[src/rtl/apb_timer.sv]
// apb_timer: APB-programmable 32-bit timer with prescaler, compare match and
// level interrupt.
//
// Ports:
//   clk_i      clock, all state updates on the rising edge
//   rst_ni     asynchronous active-low reset
//   paddr_i    APB address, bits [4:0] decoded
//   psel_i     APB select
//   penable_i  APB enable (access phase)
//   pwrite_i   APB write
//   pwdata_i   APB write data
//   pstrb_i    APB byte strobes
//   pprot_i    APB protection (unused)
//   prdata_o   APB read data, 0 outside a valid read access phase
//   pready_o   APB ready, zero-wait
//   pslverr_o  APB error for misaligned or out-of-range offsets
//   irq_o      level interrupt, MATCH & IRQ_EN, from a flop
//
// Register map: 0x00 CTRL {IRQ_EN, AUTORELOAD, EN}, 0x04 PRESCALE,
//               0x08 COUNT, 0x0C CMP, 0x10 STATUS {MATCH, W1C}.
module apb_timer #(
    parameter int unsigned PRESC_W = 16
) (
    input  logic        clk_i,
    input  logic        rst_ni,
    input  logic [31:0] paddr_i,
    input  logic        psel_i,
    input  logic        penable_i,
    input  logic        pwrite_i,
    input  logic [31:0] pwdata_i,
    input  logic [3:0]  pstrb_i,
    input  logic [2:0]  pprot_i,
    output logic [31:0] prdata_o,
    output logic        pready_o,
    output logic        pslverr_o,
    output logic        irq_o
);

    logic [2:0]         ctrl_q, ctrl_d;
    logic [PRESC_W-1:0] presc_q, presc_d;
    logic [PRESC_W-1:0] pcnt_q, pcnt_d;
    logic [31:0]        count_q, count_d;
    logic [31:0]        cmp_q, cmp_d;
    logic               match_q, match_d;
    logic               irq_q, irq_d;

    logic        access, addr_ok, wr_ok;
    logic        ctrl_wr, presc_wr, count_wr, cmp_wr, status_wr;
    logic [31:0] wmask;
    logic [2:0]  ctrl_new;
    logic        tick, is_match;
    logic [31:0] rdata;

    // Gating with rst_ni keeps every APB output at 0 while in reset.
    assign access  = psel_i & penable_i & rst_ni;
    assign addr_ok = (paddr_i[1:0] == 2'b00) && (paddr_i[4:2] <= 3'd4);
    assign wr_ok   = access & pwrite_i & addr_ok;

    assign ctrl_wr   = wr_ok && (paddr_i[4:2] == 3'd0);
    assign presc_wr  = wr_ok && (paddr_i[4:2] == 3'd1);
    assign count_wr  = wr_ok && (paddr_i[4:2] == 3'd2);
    assign cmp_wr    = wr_ok && (paddr_i[4:2] == 3'd3);
    assign status_wr = wr_ok && (paddr_i[4:2] == 3'd4);

    assign wmask = {{8{pstrb_i[3]}}, {8{pstrb_i[2]}}, {8{pstrb_i[1]}}, {8{pstrb_i[0]}}};

    assign ctrl_new = (ctrl_q & ~wmask[2:0]) | (pwdata_i[2:0] & wmask[2:0]);

    // Tick and match use registered state only, so a same-cycle CMP write
    // compares against the old CMP.
    assign tick     = ctrl_q[0] && (pcnt_q == presc_q);
    assign is_match = tick && (count_q == cmp_q);

    always_comb begin
        ctrl_d  = ctrl_q;
        presc_d = presc_q;
        cmp_d   = cmp_q;
        count_d = count_q;
        pcnt_d  = pcnt_q;
        match_d = match_q;

        if (ctrl_wr) ctrl_d = ctrl_new;
        if (presc_wr) begin
            presc_d = (presc_q & ~wmask[PRESC_W-1:0]) | (pwdata_i[PRESC_W-1:0] & wmask[PRESC_W-1:0]);
        end
        if (cmp_wr) cmp_d = (cmp_q & ~wmask) | (pwdata_i & wmask);

        // Software clear of the prescaler beats the free-running update.
        if (presc_wr || (ctrl_wr && !ctrl_new[0])) begin
            pcnt_d = '0;
        end else if (tick) begin
            pcnt_d = '0;
        end else if (ctrl_q[0]) begin
            pcnt_d = pcnt_q + PRESC_W'(1);
        end

        // A COUNT write overrides any tick in the same cycle.
        if (count_wr) begin
            count_d = (count_q & ~wmask) | (pwdata_i & wmask);
        end else if (tick) begin
            count_d = (is_match && ctrl_q[1]) ? '0 : count_q + 32'd1;
        end

        // Setting MATCH takes priority over a concurrent W1C.
        if (is_match) begin
            match_d = 1'b1;
        end else if (status_wr && pstrb_i[0] && pwdata_i[0]) begin
            match_d = 1'b0;
        end
    end

    // irq is registered from the next-state values so it tracks MATCH & IRQ_EN
    // exactly while still coming straight from a flop.
    assign irq_d = match_d & ctrl_d[2];

    always_ff @(posedge clk_i or negedge rst_ni) begin
        if (!rst_ni) begin
            ctrl_q  <= '0;
            presc_q <= '0;
            pcnt_q  <= '0;
            count_q <= '0;
            cmp_q   <= '1;
            match_q <= 1'b0;
            irq_q   <= 1'b0;
        end else begin
            ctrl_q  <= ctrl_d;
            presc_q <= presc_d;
            pcnt_q  <= pcnt_d;
            count_q <= count_d;
            cmp_q   <= cmp_d;
            match_q <= match_d;
            irq_q   <= irq_d;
        end
    end

    always_comb begin
        rdata = '0;
        case (paddr_i[4:2])
            3'd0:    rdata = {29'd0, ctrl_q};
            3'd1:    rdata = 32'(presc_q);
            3'd2:    rdata = count_q;
            3'd3:    rdata = cmp_q;
            3'd4:    rdata = {31'd0, match_q};
            default: rdata = '0;
        endcase
    end

    assign prdata_o  = (access && !pwrite_i && addr_ok) ? rdata : '0;
    assign pready_o  = access;
    assign pslverr_o = access & ~addr_ok;
    assign irq_o     = irq_q;

    logic unused_ok;
    assign unused_ok = ^{paddr_i[31:5], pprot_i};

endmodule
[config.mk]
export PLATFORM = sky130hd
export DESIGN_NAME = apb_timer
export DESIGN_NICKNAME = d
export VERILOG_FILES = /design/src/rtl/apb_timer.sv
export SDC_FILE = /design/constraint.sdc
export NUM_CORES = 1
export LEC_CHECK = 0
export ABC_CLOCK_PERIOD_IN_PS = 2260
export CAP_MARGIN = 20
export CORE_ASPECT_RATIO = 0.8
export CORE_MARGIN = 4
export CORE_UTILIZATION = 48
export CTS_CLUSTER_SIZE = 10
export DETAILED_ROUTE_END_ITERATION = 16
export GPL_ROUTABILITY_DRIVEN = 0
export PLACE_DENSITY = 0.77
export SLEW_MARGIN = 20
export SYNTH_ARGS = -nofsm -noshare
export SYNTH_HDL_FRONTEND = slang
export SYNTH_SLANG_ARGS = --single-unit
[constraint.sdc]
create_clock -name clk_i -period 2.26 [get_ports clk_i]
set_clock_uncertainty 0.15 [all_clocks]
set_input_delay 0.226 -clock clk_i [delete_from_list [all_inputs] [get_ports clk_i]]
set_output_delay 0.226 -clock clk_i [all_outputs]
set_load 0.01 [all_outputs]
-- Yosys cells after proc, flatten, opt, wreduce, memory -nomap -nowiden
Index checks and enable logic that the tools add are counted.
- mux-type cells: 11
- reduce and logical (&&, ||, !) cells: 21
- $add $sub $neg: 2
- bitwise gates (word level): 21
- $lt $le $gt $ge: 1
- eq/ne operators: 6
- operator list (cell ; number):
    $pmux 32 s5 ; 1
    $mux 32 ; 4
    $and 32x32->32 ; 3
    $or 32x32->32 ; 2
    $mux 16 ; 3
    $add 32x1->32 const B ; 1
    $and 16x16->16 ; 2
    $eq 32x32->1 ; 1
    $not 32->32 ; 1
    $add 16x1->16 const B ; 1
    $eq 16x16->1 ; 1
    $not 16->16 ; 1
    $or 16x16->16 ; 1
    $logic_and 1x1->1 ; 14
    $and 1x1->1 ; 6
    $and 3x3->3 ; 2
    $eq 3x2->1 const B ; 2
    $eq 3x1->1 const B ; 1
    $eq 3x3->1 const B ; 1
    $le 3x3->1 const B ; 1
    $logic_not 3->1 ; 1
    $mux 3 ; 1
    $not 3->3 ; 1
    $or 3x3->3 ; 1
    other kinds (7) ; 9
- word-level logic and storage cells: 70
- input bits: 76
- register bits after elaboration: 101
- output and inout port bits: 35

-- Logic depth before layout (Yosys ltp)
- depth in word-level cells: 10
- mapped depth: 10

-- Least setup slack after synthesis
Ideal clock, no wire load.
- kind: reg2reg
- start: register with a tool-made name
- end: register with a tool-made name
- data required time: 2.046 ns
- slack: -0.162 ns
- data arrival time: 2.208 ns
- path buffers: 0
- library setup time: 0.064 ns
- cell stages (with the launch flop): 9
- path through: dfrtp_1 ha_1 nand3_1 or2_1 nor3_2 nand2_1 or4_1 o31ai_1 a21o_1

==> reports/metrics.csv <==
stage,metric,value,unit
synthesis,Post-synth EDFFs,0,
synthesis,Yosys cell types,61,
cts,Worst-path clk slew,0.07,ns
cts,Max Root-Sink Buffers,2,
synthesis,"top cells by area, synth","dfrtp_1 28%, dfstp_2 13%, mux2_2 11%",
synthesis,synthesized area per cell,9.47,sq um
synthesis,Synth Flop Type,dfrtp_1,
final_layout,Final Core Density,73.7,%
place,Post-DP Area,8350,sq um
synthesis,"area leader, netlist",dfrtp_1,
global_route,initial antenna violation count,0,
outcome,failing checks,negative setup slack,
global_route,total track usage,31.8,%
timing,Fmax,0.355,GHz
final_layout,fin area,9460,sq um
die,Die Width,136,microns
worst_setup_path,Setup Crit Path Kind,reg2reg,
final_layout,area grow syn2layout,50.6,%
final_layout,n_diodes,0,
worst_hold_path,Min-Delay Path Class,in2reg,
worst_setup_path,crit path DAT,2.93,ns
drt,drt total wl,25.9,mm
final_layout,share of layout cells above drive strength 1,44.3,%
worst_setup_path,Worst setup SP type,flip-flop,
timing,setup ws final,-0.558,ns
synthesis,Synth Instances,663,
global_route,vias in the first global route,6862,
place,Port Buffers,80,
final_layout,"commonest non-fill, non-tap cell in the layout",buf_4,
synthesis,Netlist Area Pre-Place,6280,sq um
cts,clk_lat worst skew,0.36,ns
power_and_ir_drop,peak supply drop,508,uV
global_route,largest net degree at the start of global routing,56,
timing,Final Critical Period,2.82,ns
place,placed wire-length estimate,15.4,mm
drt,# DRC,0,
cts,CTS tree,yes,
synthesis,"FF+latch count, synth",101,
die,Die Y,110,microns
timing,Rel. slew slack,49.3,%
job,Max Cap Violations,0,
global_route,grt ovf,0,
timing,Worst-Margin Slew,0.760,ns
drt,ANT nets after route,0,
timing,WHS,0.348,ns
drt,Vias per Instance,6.52,
power_and_ir_drop,power density over the cells,475,nW/um^2
timing,"Hold Violations, Final",0,
worst_setup_path,Critical Path RT,2.37,ns
drt,Initial DRT Pass Iterations,6,
power_and_ir_drop,Pleak,4.11,nW
cts,htree depth,3,
die,Die ar.,15000,sq um
final_layout,Final #Nets,983,
synthesis,sequential share of the synthesized area,40.9,%
final_layout,Layout Cells excl Fill,1085,
drt,Iteration-0 DRC Markers,926,
worst_setup_path,nature of the critical path endpoint,flip-flop,
outcome,status,"complete, but fails checks",
timing,Slew Limit Fails,0,
die,I/O pin count,111,
die,Initial Utilization,49.0,%
place,placed cell count,1028,
timing,Final period util,125,%
timing,Finish-stage setup viols,50,
die,total core area,12800,sq um
synthesis,area fraction of the dominant cell type after synthesis,27.5,%
synthesis,Syn. warnings,0,
synthesis,Syn Nets,741,
final_layout,most frequent cells in the layout,"160 x buf_4, 68 x dfrtp_1, 61 x mux2_2",
timing,RSZ-0062 raised after global routing,true,
drt,Via Count,7072,
cts,CTS Buf Count,9,
drt,per-cell routed wire length,23.8,microns
cts,clk sink count,101,
cts,root buffer cell,clkbuf_16,
die,# rows,37,
worst_setup_path,Critical Path Fanout Max,6,
synthesis,ys async rst share,100,%
global_route,first-pass GRT wire length,36.9,mm
## layer usage
metal / track usage (%) / vias to the layer above / share of wire, %
met5: 0 / - / 0
met1: 41.3 / 3394 / 37
met2: 50.9 / 595 / 45
met4: 12.5 / 0 / 6.4
li1: - / 2917 / -
met3: 8.76 / 166 / 11
## Yosys cell counts (all sizes together), types with 2 or more instances
cell and n:
a21o 9, a21oi 25, a222oi 4, a22oi 34
a31oi 3, and2 6, and3 22, and4 3
buf 12, clkbuf 34, dfrtp 69, dfstp 32
ha 2, inv 9, mux2 61, mux2i 2
mux4 3, nand2 58, nand2b 3, nand3 39
nand3b 8, nand4 19, nand4b 9, nor2 53
nor2b 6, nor3 10, nor4 7, o21ai 26
o311ai 7, o31ai 5, or2 5, or3 6
or4 5, xnor2 37, xor2 15
## worst max-delay path: stages (launching register included)
cell     delay (ns)
dfrtp_1        0.40
xor2_1         0.21
nor4_1         0.52
nand2_2        0.11
buf_6          0.16
or4_4          0.56
or4_1          0.43
a31oi_1        0.20
## stage by stage
stage / TNS (ns) / power (W) / worst slack [ns]
detailed placement: -35.03 / 0.00291 / -0.516
CTS: -6.39 / 0.00438 / -0.255
global placement: -33.51 / 0.00287 / -0.461
floorplan: -0.0374 / 0.00246 / -0.0221
global route: -25.37 / 0.00464 / -0.686
finish: -20.30 / 0.00449 / -0.558
## power by group
group / internal (W) / switching [W] / total, W
combinational: 0.000472 / 0.000505 / 0.000977
clock: 0.000751 / 0.000719 / 0.00147
sequential: 0.00194 / 0.000110 / 0.00205
total: 0.00316 / 0.00133 / 0.00449
## kinds of logic after synthesis
family                   count (synthesis)  synth area share [%]
XOR/XNOR                                52                  7.25
multiplexers                            66                  12.3
buffers and inverters                   55                  3.49
flip-flops                             101                  40.9
AO/OA/AOI/OAI                          126                  13.5
adder cells (fa/ha/maj)                  2                 0.399
AND/OR/NAND/NOR                        261                  22.2
## path summary, 6_finish.rpt
| kind | start | end | slack (ns) | cells past startpoint |
|---|---|---|---|---|
| worst max-delay path | pcnt_q[5]$_DFFE_PN0P_ | flip-flop | -0.56 | 7 |
| worst min-delay path | pwdata_i[18] | flip-flop | 0.35 | 2 |
| worst max register to register | pcnt_q[5]$_DFFE_PN0P_ | flip-flop | -0.56 | 7 |
| worst min register to register | ctrl_q[2]$_DFF_PN0_ | ctrl_q[2]$_DFF_PN0_ | 0.39 | 1 |
| max in group asynchronous | rst_ni | asynchronous set/reset pin | 0.34 | 4 |
| min in group asynchronous | rst_ni | match_q$_DFF_PN0_ | 0.42 | 3 |
## layout make-up
class	instances	area (sq um)
inverter	9	33.8
timing repair buffer	275	2400
multi-input combinational	509	3970
tap	175	219
clock inverter	5	37.5
clock buffer	11	233
sequential	101	2570
fill	786	3370
## timing repair
action	CTS	global route
gates resized for setup	156	69
hold endpoints to repair	35	0
buffers inserted	33	10
setup endpoints to repair	67	67
pin swaps	52	24
hold buffers	1	0
cloned	3	2
Power figures use the tool's default switching activity.
